==> src/rtl/mem_access_block_pkg.sv <==
// Shared definitions for the MEM stage: access FSM states and word-alignment helpers.
package mem_access_block_pkg;

  localparam int unsigned INSTR_W = 32;
  localparam int unsigned OFS_W   = 2;

  // Byte-offset bits that must be zero for a word access.
  localparam logic [OFS_W-1:0] WORD_OFS_MASK = 2'b11;

  typedef enum logic {
    IDLE   = 1'b0,
    ACCESS = 1'b1
  } mem_state_e;

  // True when the low address bits select a non-word-aligned byte.
  function automatic logic is_misaligned(input logic [OFS_W-1:0] ofs);
    return (ofs & WORD_OFS_MASK) != '0;
  endfunction

endpackage

==> src/rtl/mem_wb_stage.sv <==
// MEM/WB pipeline register.
//   clk, rst      : clock, synchronous active-high reset
//   write         : capture the MEM-stage fields this cycle
//   bubble        : insert a bubble (clear write-back controls, hold everything else)
//   load_en       : with write, also capture read_data
//   alu_out .. instruction      : MEM-stage fields to capture
//   wb_alu_out .. wb_instruction : registered MEM/WB fields
module mem_wb_stage
  import mem_access_block_pkg::*;
#(
  parameter int unsigned DATA_W = 32,
  parameter int unsigned REG_W  = 5
) (
  input  logic               clk,
  input  logic               rst,
  input  logic               write,
  input  logic               bubble,
  input  logic               load_en,
  input  logic [DATA_W-1:0]  alu_out,
  input  logic [DATA_W-1:0]  read_data,
  input  logic [REG_W-1:0]   dest_reg,
  input  logic               reg_write,
  input  logic               mem_to_reg,
  input  logic [INSTR_W-1:0] instruction,
  output logic [DATA_W-1:0]  wb_alu_out,
  output logic [DATA_W-1:0]  wb_read_data,
  output logic [REG_W-1:0]   wb_dest_reg,
  output logic               wb_reg_write,
  output logic               wb_mem_to_reg,
  output logic [INSTR_W-1:0] wb_instruction
);

  // Capture has priority over bubble; read data only changes on a completed load.
  always_ff @(posedge clk) begin
    if (rst) begin
      wb_alu_out     <= '0;
      wb_read_data   <= '0;
      wb_dest_reg    <= '0;
      wb_reg_write   <= 1'b0;
      wb_mem_to_reg  <= 1'b0;
      wb_instruction <= '0;
    end else if (write) begin
      wb_alu_out     <= alu_out;
      wb_dest_reg    <= dest_reg;
      wb_reg_write   <= reg_write;
      wb_mem_to_reg  <= mem_to_reg;
      wb_instruction <= instruction;
      if (load_en) begin
        wb_read_data <= read_data;
      end
    end else if (bubble) begin
      wb_reg_write  <= 1'b0;
      wb_mem_to_reg <= 1'b0;
    end
  end

endmodule

==> src/rtl/mem_access_block.sv <==
// MEM stage: issues data-memory requests with a req/ack handshake, stalls the
// pipeline while an access is outstanding, times out hung accesses, and feeds
// the MEM/WB register.
//   Clock, Reset          : clock, synchronous active-high reset
//   MEM_*                 : EX/MEM pipeline fields
//   DMem_Ack, DMem_RData  : memory completion and load data
//   DMem_Req/We/Addr/WData: registered memory request
//   MEM_Stall             : combinational stall to upstream stages
//   WB_*                  : MEM/WB fields; WB_WriteData is the combinational write-back value
//   Misaligned, BusError  : one-cycle registered event pulses
module mem_access_block
  import mem_access_block_pkg::*;
#(
  parameter int unsigned DATA_W  = 32,
  parameter int unsigned REG_W   = 5,
  parameter int unsigned TIMEOUT = 255
) (
  input  logic               Clock,
  input  logic               Reset,
  input  logic [DATA_W-1:0]  MEM_ALUOut,
  input  logic [DATA_W-1:0]  MEM_RtData,
  input  logic [REG_W-1:0]   MEM_DestReg,
  input  logic               MEM_RegWrite,
  input  logic               MEM_MemtoReg,
  input  logic               MEM_MemRead,
  input  logic               MEM_MemWrite,
  input  logic [INSTR_W-1:0] MEM_Instruction,
  input  logic               DMem_Ack,
  input  logic [DATA_W-1:0]  DMem_RData,
  output logic               DMem_Req,
  output logic               DMem_We,
  output logic [DATA_W-1:0]  DMem_Addr,
  output logic [DATA_W-1:0]  DMem_WData,
  output logic               MEM_Stall,
  output logic [DATA_W-1:0]  WB_ALUOut,
  output logic [DATA_W-1:0]  WB_ReadData,
  output logic [REG_W-1:0]   WB_DestReg,
  output logic               WB_RegWrite,
  output logic               WB_MemtoReg,
  output logic [INSTR_W-1:0] WB_Instruction,
  output logic [DATA_W-1:0]  WB_WriteData,
  output logic               Misaligned,
  output logic               BusError
);

  localparam int unsigned CNT_W = $clog2(TIMEOUT + 1);

  mem_state_e       state;
  logic [CNT_W-1:0] cnt;  // number of the current ACCESS cycle (1-based), 0 in IDLE

  logic mem_op;
  logic misaligned_op;
  logic start;
  logic done_ack;
  logic done_timeout;
  logic misaligned_ev;
  logic wb_write;
  logic wb_bubble;
  logic wb_load;
  logic wb_reg_write;

  assign mem_op        = MEM_MemRead | MEM_MemWrite;
  assign misaligned_op = is_misaligned(MEM_ALUOut[OFS_W-1:0]);

  // Per-cycle decisions: stall, MEM/WB control and FSM events.
  always_comb begin
    MEM_Stall     = 1'b0;
    start         = 1'b0;
    done_ack      = 1'b0;
    done_timeout  = 1'b0;
    misaligned_ev = 1'b0;
    wb_write      = 1'b0;
    wb_bubble     = 1'b0;
    wb_load       = 1'b0;
    wb_reg_write  = MEM_RegWrite;
    if (state == IDLE) begin
      if (!mem_op) begin
        wb_write = 1'b1;
      end else if (misaligned_op) begin
        misaligned_ev = 1'b1;
        wb_write      = 1'b1;
        wb_reg_write  = 1'b0;
      end else begin
        start     = 1'b1;
        MEM_Stall = 1'b1;
        wb_bubble = 1'b1;
      end
    end else begin
      if (DMem_Ack) begin
        done_ack = 1'b1;
        wb_write = 1'b1;
        wb_load  = ~DMem_We;
      end else if (cnt == CNT_W'(TIMEOUT)) begin
        done_timeout = 1'b1;
        wb_write     = 1'b1;
        wb_reg_write = 1'b0;
      end else begin
        MEM_Stall = 1'b1;
        wb_bubble = 1'b1;
      end
    end
  end

  // FSM, timeout counter, bus request registers and event pulses.
  always_ff @(posedge Clock) begin
    if (Reset) begin
      state      <= IDLE;
      cnt        <= '0;
      DMem_Req   <= 1'b0;
      DMem_We    <= 1'b0;
      DMem_Addr  <= '0;
      DMem_WData <= '0;
      Misaligned <= 1'b0;
      BusError   <= 1'b0;
    end else begin
      Misaligned <= misaligned_ev;
      BusError   <= done_timeout;
      if (start) begin
        state      <= ACCESS;
        cnt        <= CNT_W'(1);
        DMem_Req   <= 1'b1;
        // A simultaneous read+write request is issued as a store.
        DMem_We    <= MEM_MemWrite;
        DMem_Addr  <= {MEM_ALUOut[DATA_W-1:OFS_W], {OFS_W{1'b0}}};
        DMem_WData <= MEM_RtData;
      end else if (done_ack || done_timeout) begin
        state    <= IDLE;
        cnt      <= '0;
        DMem_Req <= 1'b0;
      end else if (state == ACCESS) begin
        cnt <= cnt + CNT_W'(1);
      end
    end
  end

  mem_wb_stage #(
    .DATA_W (DATA_W),
    .REG_W  (REG_W)
  ) u_mem_wb (
    .clk            (Clock),
    .rst            (Reset),
    .write          (wb_write),
    .bubble         (wb_bubble),
    .load_en        (wb_load),
    .alu_out        (MEM_ALUOut),
    .read_data      (DMem_RData),
    .dest_reg       (MEM_DestReg),
    .reg_write      (wb_reg_write),
    .mem_to_reg     (MEM_MemtoReg),
    .instruction    (MEM_Instruction),
    .wb_alu_out     (WB_ALUOut),
    .wb_read_data   (WB_ReadData),
    .wb_dest_reg    (WB_DestReg),
    .wb_reg_write   (WB_RegWrite),
    .wb_mem_to_reg  (WB_MemtoReg),
    .wb_instruction (WB_Instruction)
  );

  assign WB_WriteData = WB_MemtoReg ? WB_ReadData : WB_ALUOut;

endmodule

==> config.mk <==
export PLATFORM = sky130hd
export DESIGN_NAME = mem_access_block
export DESIGN_NICKNAME = d
export VERILOG_FILES = /design/src/rtl/mem_access_block_pkg.sv /design/src/rtl/mem_wb_stage.sv /design/src/rtl/mem_access_block.sv
export SDC_FILE = /design/constraint.sdc
export NUM_CORES = 1
export LEC_CHECK = 0
export CAP_MARGIN = 20
export CORE_ASPECT_RATIO = 1.2
export CORE_MARGIN = 4
export CORE_UTILIZATION = 41
export CTS_CLUSTER_DIAMETER = 50
export DETAILED_ROUTE_END_ITERATION = 7
export HOLD_SLACK_MARGIN = 0.05
export PLACE_DENSITY_LB_ADDON = 0.12
export SETUP_SLACK_MARGIN = 0.2
export SYNTH_ARGS = -nofsm -noshare
export SYNTH_HDL_FRONTEND = slang
export SYNTH_SLANG_ARGS = --single-unit
==> constraint.sdc <==
create_clock -name Clock -period 1.9 [get_ports Clock]
set_clock_uncertainty 0.2 [all_clocks]
set_input_delay 0.19 -clock Clock [delete_from_list [all_inputs] [get_ports Clock]]
set_output_delay 0.19 -clock Clock [all_outputs]
set_load 0.01 [all_outputs]
Word level (Yosys, flattened, before mapping)

Index checks and enable logic that the tools add are counted.

Bits in registers: 177
Latch bits: 0
Memory bits (writable): 0
Bits in read-only memories: 0
Input port bits: 140
Logic and storage cells: 58
Memories: 0

Add/subtract/negate cells: 1
Multiply operators: 0
Div/mod/pow operators: 0
Magnitude comparators: 0
Equal/unequal tests: 1
Shifts and indexed selects: 0
Muxes and demuxes: 31
Bitwise gates (word level): 3
Reduce and logical (&&, ||, !) cells: 8

Operators with widths:

| cell                | number |
|---|---|
| $mux 32             | 1 |
| $mux 1              | 30 |
| $add 8x1->8 const B | 1 |
| $eq 8x8->1 const B  | 1 |
| $reduce_bool 2->1   | 3 |
| $reduce_or 3->1     | 2 |
| $reduce_bool 3->1   | 1 |
| $not 1->1           | 2 |
| $reduce_and 2->1    | 1 |
| $logic_or 1x1->1    | 1 |
| $or 1x1->1          | 1 |

Logic depth before layout (Yosys ltp)

Gate-level depths: netlist of the first run.

Depth in word-level cells: 7
Mapped depth: 7

By module

Synthesis of the first run repeated with hierarchy kept, for this count alone.

Cell total of the unflattened synthesis: 765
Area, all modules: 7164.4 µm²

Modules (own cells, without submodules):

| module           | times used | cells each | area each (µm²) | seq. area each (µm²) |
|---|---|---|---|---|
| mem_wb_stage     | 1          | 376        | 3857.4          | 2062.0 |
| mem_access_block | 1          | 389        | 3306.9          | 1481.4 |

Worst setup path before layout of the first run

Ideal clock, no wire load.

Path kind: reg2reg
Start point: reg state
End point: reg u_mem_wb.wb_alu_out[18]
Data arrival time: 1.450 ns
Data required time: 1.580 ns
Path slack: 0.130 ns
Stages on the path, launching flop included: 8
Buffers on the path: 3
Path through: dfxtp_1 > buf_4 > and3_4 > nand4_4 > and3_1 > buf_6 > buf_6 > mux2i_1

Word-level cells in the longest chain between the ends: 1

Ends and longest elaborated chain:

| what                   | line                    | text |
|---|---|---|
| start, declared        | mem_access_block.sv:48  | `mem_state_e state;` |
| start signal, assigned | mem_access_block.sv:107 | `state <= IDLE;` |
| start signal, assigned | mem_access_block.sv:119 | `state <= ACCESS;` |
| start signal, assigned | mem_access_block.sv:127 | `state <= IDLE;` |
| $mux 1                 | mem_access_block.sv:76  | `if (state == IDLE) begin` |
| end signal, assigned   | mem_wb_stage.sv:43      | `wb_alu_out <= alu_out;` |
| end, declared          | mem_wb_stage.sv:25      | `output logic [DATA_W-1:0] wb_alu_out,` |

Every way passes these cells.
A chain may end at the register's enable or synchronous reset.

Final worst setup path of the first run

Start point: reg u_mem_wb.wb_mem_to_reg
End point: out WB_WriteData[25]

Word-level cells in the longest chain between the ends: 1

Ends and longest elaborated chain:

| what                   | line                    | text |
|---|---|---|
| start, declared        | mem_wb_stage.sv:29      | `output logic wb_mem_to_reg,` |
| start signal, assigned | mem_wb_stage.sv:46      | `wb_mem_to_reg <= mem_to_reg;` |
| $mux 32                | mem_access_block.sv:159 | `assign WB_WriteData = WB_MemtoReg ? WB_ReadData : WB_ALUOut;` |
| end, declared          | mem_access_block.sv:41  | `output logic [DATA_W-1:0] WB_WriteData,` |

Every way passes these cells.

==> impl_metrics.toml, run 1 <==
[power_and_ir_drop]
powerDensity_nw_per_um2 = 782.1
finalPower_mw = 9.994
leakagePower_nw = 5.697
peakVddDrop_mv = 0.5459

[sta]
rsz0062_at_grt = "yes"
hold_viol = 0
min_period_ns = 1.991
setup-tns-final_ns = -0.3852
fin_crit_sh = 1.048
slew_viol_final = 0
setup_violations = 7
fin_ws_ns = -0.09125
fmax_mhz = 502.2
holdWs_ns = 0.1012

[cells_and_area]
design_area_sq_um = 12780
fill_cells = 1404
nets = 1334
areaGrowthSynthToFinish_pct = 75.40
layout-drive-gt1-share = 0.1983
instances_no_fill = 1427
finalCoreUtilization = 0.7298

[grt]
overflow = 0
grt_start_max_net_pins = 67
antenna_found_initial = 2
grt_pass1_vias = 6838
grt_pass1_wl_microns = 38250
grtUsageTotal = 0.2472

[run]
cap_violations = 0

[yosys]
syn_inst = 810
yosys.area_share.simple = 0.2453
ys_seq_elements = 177
synth_compound_area_frac = 0.06922
yosys.area_share.xor_xnor = 0.007214
async_flop_share = 0
synth-adder-area-share = 0.001718
synth_top_family_by_area = "simple AND/OR/NAND/NOR gates"
synth.cell_area_sq_um = 7284
ys.flop_type = "dfxtp_1"
yosysSeqAreaShare = 0.4864
synthDistinctLibCells = 33
avgSynthCellArea_sq_um = 8.993
synth_edf_count = 0
muxShareOfSynthArea = 0.1457
ys_warn_count = 0

[clock_network]
clock_latency_ns = 0.43
cts_tree = "built"
clock-sinks = 177
clkTransAtPathRegs_ns = 0.07
root_buffer = "clkbuf_16"
htree_levels = 4
cts_buffer_depth = 2
cts-buffers-inserted = 17

[detailed_routing]
firstDrtPassIters = 5
drt_iter0_markers = 262
drt_wl_total_microns = 25510
detail-route-antenna-nets = 0
routed_via_density = 4.842
wl_per_cell_microns = 17.87
vias = 6910
drc = 0

[hold_path]
holdPathEnd = "DMem_WData[27]$_SDFFE_PP0P_"
hold_path.class = "primary input to flop"
hold_path_depth = 3
hp-start = "MEM_RtData[27]"

[worst_setup_path]
crit_arrival_ns = 1.60
crit_type = "flop to output port"
reg2reg_to = "u_mem_wb.wb_instruction[4]$_SDFFE_PP0P_"
reg2regPathDepth = 8
rrSetupSlack_ns = 0.05
endpoint_kind = "output port"
r2r-start = "cnt[1]$_SDFFE_PP0P_"
worstSetupStartpointType = "flop"
required_ns = 1.51
critPathMaxFanout = 5

[floorplanning]
dieArea_sq_um = 19970
fp.dieW_microns = 129.7
initial_utilization = 0.4161
num_rows = 53
ioPinCount = 344
coreArea_sq_um = 17510
die_y_microns = 154.0

[placed_design]
place.gp.congestion = 0.8137
dp_hpwl_microns = 17760
pre_cts_slack_ns = -0.2858
dpl-instance-area_sq_um = 11230
post-place-cells = 1357
port_buffers = 341

[outcome]
status = "complete, but fails checks"
violations = "negative setup slack"
==> cells in the mapped netlist (2+ instances only) <==
master	instances	area, sq um
nor3_1	3	15.01
mux2i_1	70	700.7
xor2_1	4	35.03
buf_2	13	65.06
buf_1	3	11.26
and3_1	2	12.51
nor2_1	11	41.29
buf_6	8	90.09
xnor2_1	2	17.52
buf_4	3	22.52
nand2_1	198	743.2
mux2_2	32	360.4
nand2b_1	138	863.3
clkbuf_1	34	127.6
dfxtp_1	177	3543
a21oi_1	95	475.5
==> metal layers <==
metal / wire [microns] / share of wire / vias to the layer above / GRT usage
met5: 0 / 0 / - / 0
met4: 703 / 0.028 / 0 / 0.1015
met3: 2042 / 0.080 / 36 / 0.08374
met2: 12300 / 0.48 / 270 / 0.3989
met1: 10460 / 0.41 / 3197 / 0.3002
li1: - / - / 3407 / -
==> power breakdown <==
group          total (mW)  leakage [nW]  internal (mW)  switching (mW)
logic                2.03          3.93           1.19           0.839
clock network        3.90         0.308           2.38            1.51
registers            4.06          1.45           3.92           0.140
==> cells by family (layout without fill, tap and decap cells) <==
kind of cell / count (synthesis) / after routing
other cells: 1 / 4
mux: 102 / 102
fa+ha+maj: 1 / 1
flops: 177 / 177
xor+xnor: 6 / 6
simple gates: 362 / 362
buf+inv: 62 / 456
compound gates: 99 / 99
==> how the worst max path moves through the flow <==
| stage | from | endpoint | slack (ns) | cells past startpoint |
|---|---|---|---|---|
| after detailed placement | MEM_MemWrite | MEM_Stall | -0.29 | 5 |
| after global routing | u_mem_wb.wb_mem_to_reg$_SDFFE_PP0P_ | WB_WriteData[25] | -0.13 | 5 |
| final | u_mem_wb.wb_mem_to_reg$_SDFFE_PP0P_ | WB_WriteData[25] | -0.09 | 5 |
| after global placement | MEM_MemWrite | MEM_Stall | -0.27 | 5 |
| after floorplan | state$_SDFFE_PP0P_ | DMem_We$_SDFFE_PP0P_ | 0.19 | 6 |
| after CTS | u_mem_wb.wb_mem_to_reg$_SDFFE_PP0P_ | WB_WriteData[25] | -0.11 | 5 |
==> area by class of cell <==
type,instances,area [sq um],area share
antenna,2,5.005,0.0003917
clock buffer,20,446.7,0.03496
clock inverter,11,200.2,0.01567
inverter,1,3.754,0.0002938
multi-input combinational,572,3789,0.2965
sequential,177,3558,0.2785
tap,220,275.3,0.02154
timing repair buffer,424,4499,0.3521
==> timing repair <==
item | 4_1_cts | 5_1_grt
setup endpoints to repair | 306 | 142
cloned | 9 | 2
hold buffers | 1 | 0
pin swaps | 4 | 22
buffers inserted | 18 | 7
endpoints found under the hold margin | 15 | 0
gates resized for setup | 418 | 59
==> cells in the final DEF, fill, tap and decap left out, types with 4 or more instances in the layout <==
| cell | netlist | routed |
|---|---|---|
| nor2_1 | 11 | 10 |
| bufinv_16 | 0 | 5 |
| nand2_4 | 0 | 16 |
| clkdlybuf4s50_1 | 0 | 138 |
| buf_12 | 0 | 26 |
| nand2b_1 | 138 | 138 |
| mux2_4 | 0 | 32 |
| buf_6 | 8 | 44 |
| clkbuf_16 | 0 | 19 |
| buf_8 | 0 | 7 |
| dfxtp_2 | 0 | 6 |
| buf_4 | 3 | 29 |
| nand2_2 | 0 | 5 |
| buf_16 | 0 | 9 |
| xor2_1 | 4 | 4 |
| inv_6 | 0 | 4 |
| dfxtp_1 | 177 | 169 |
| nand2_1 | 198 | 177 |
| dlygate4sd2_1 | 0 | 168 |
| a21oi_2 | 0 | 20 |
| mux2i_1 | 70 | 68 |
| a21oi_1 | 95 | 75 |
==> worst max-delay path, stage by stage (launching register included) <==
cell     delay (ns)
dfxtp_4        0.37
buf_12         0.14
buf_12         0.12
buf_16         0.13
mux2_4         0.30
buf_6          0.12
(Power assumes the default switching activity.)
==> run 2, diff against run 1 <==
--- a/config.mk
+++ b/config.mk
@@ -10,6 +10,7 @@
 export CORE_MARGIN = 4
 export CORE_UTILIZATION = 41
 export CTS_CLUSTER_DIAMETER = 50
+export CTS_CLUSTER_SIZE = 12
 export DETAILED_ROUTE_END_ITERATION = 7
 export HOLD_SLACK_MARGIN = 0.05
 export PLACE_DENSITY_LB_ADDON = 0.12
==> results of run 2 <==
No change in the layout: final DEF, timing and power equal those of run 1.
==> RTL change (flow settings as in run 1) <==
Change the package constant `OFS_W` from 2 to 4.
--- a/src/rtl/mem_access_block_pkg.sv
+++ b/src/rtl/mem_access_block_pkg.sv
@@ -4,3 +4,3 @@
   localparam int unsigned INSTR_W = 32;
-  localparam int unsigned OFS_W   = 2;
+  localparam int unsigned OFS_W   = 4;
 
Behaviour: not the same (Yosys sat finds a counterexample within 4 cycles, from zero or initial values and one cycle with Reset high).
==> RTL change against run 1 <==
- the run still ends with negative setup slack left
- sequential cell count is 2 lower
- power is 8.2% lower
- area after synthesis is 1.2% higher
- largest power group unchanged
- global-route usage is 0.44 points lower
- routed wire length is 0.36% higher
- setup slack better by 0.054 ns
- design area is 4.3% lower
- highest routed layer unchanged
==> RTL change: results <==
[status]
status = "finished, violations left"
violations = "negative setup slack"

[drt]
met1Wirelength_mm = 10.17
met2WireLength_mm = 12.67
top_layer = "met4"
totalWireLength_mm = 25.60
route.met3.wl_mm = 2.112
dr.first_iter.drc_count = 425

[global_routing]
grtUsageMet1 = 0.2810
grt_max_degree = 61
antenna_found_initial = 1
grt_pass1_vias = 6684
use_met2 = 0.4205
met3_usage = 0.07212
grt_pass1_wl_mm = 37.54

[placement]
gp_congestion = 0.8019
port_buffers = 339
place_ws_ns = -0.3232
hpwl_mm = 17.26
dp.cells = 1350
place_area_um2 = 11110

[worst_setup_path]
slowest_stage = "dfxtp_2"
r2r_end = "u_mem_wb.wb_instruction[31]$_SDFFE_PP0P_"
crit_arrival_ns = 1.55
r2r_setup_slack_ns = -0.01
critPathMaxStageDelay_ns = 0.34
critPathTopFamily = "flip-flops"
crit_path_end = "MEM_Stall"
cp_max_fo = 2
crit_start = "cnt[1]$_SDFFE_PP0P_"

[synthesis]
avgSynthCellArea_um2 = 9.148
yosysSeqAreaShare = 0.4751
synth_cell_types = 38
yosys-top-cells-area = "dfxtp_1, nand2b_1, nand2_1, mux2i_1, a21oi_1"

[layout]
drive_gt1_frac = 0.1559
instances_no_fill = 1408
n_fill_cell = 1435
multi_input_area_um2 = 3576

[sta]
tns_ns = -0.2080
whs_ns = 0.1036
setup_ws_ns = -0.03721
report.final.setup_viol = 28

[power]
p_leak_nw = 5.408
ir_drop_uv = 625.0

[hold_path]
holdPathEnd = "DMem_WData[19]$_SDFFE_PP0P_"
min_from = "MEM_RtData[19]"
[RTL change: layout make-up]
class                   instances  share of cell area
clock buffers                  20             0.03815
repair buffers                410              0.3505
well taps                     220             0.02250
diodes                          1           0.0002046
clock inverters                11            0.008695
multi-input cells             571              0.2923
flip-flops and latches        175              0.2876
[RTL change: logic make-up after synthesis]
group           after synthesis  synth area share
fa+ha+maj                     1          0.001697
other cells                   1         0.0005086
simple gates                358            0.2406
buf+inv                      63           0.06211
xor+xnor                      5          0.005939
mux                         102            0.1439
flops                       175            0.4751
compound gates              101           0.07009
[RTL change: what timing repair did]
action                                 4_1_cts  5_1_grt
setup endpoints to repair                  310      166
gates cloned                                10        3
pin swaps                                    1        1
resized for setup                          377       37
hold buffers                                 1        0
buffers inserted                            10        2
endpoints found under the hold margin        9        0
[RTL change: where the power goes]
group	total, mW	leakage [nW]	internal (mW)	switching (mW)
sequential	3.99	1.44	3.86	0.128
clock	3.41	0.275	1.91	1.50
combinational	1.77	3.70	1.04	0.736
total	9.17	5.41	6.81	2.36
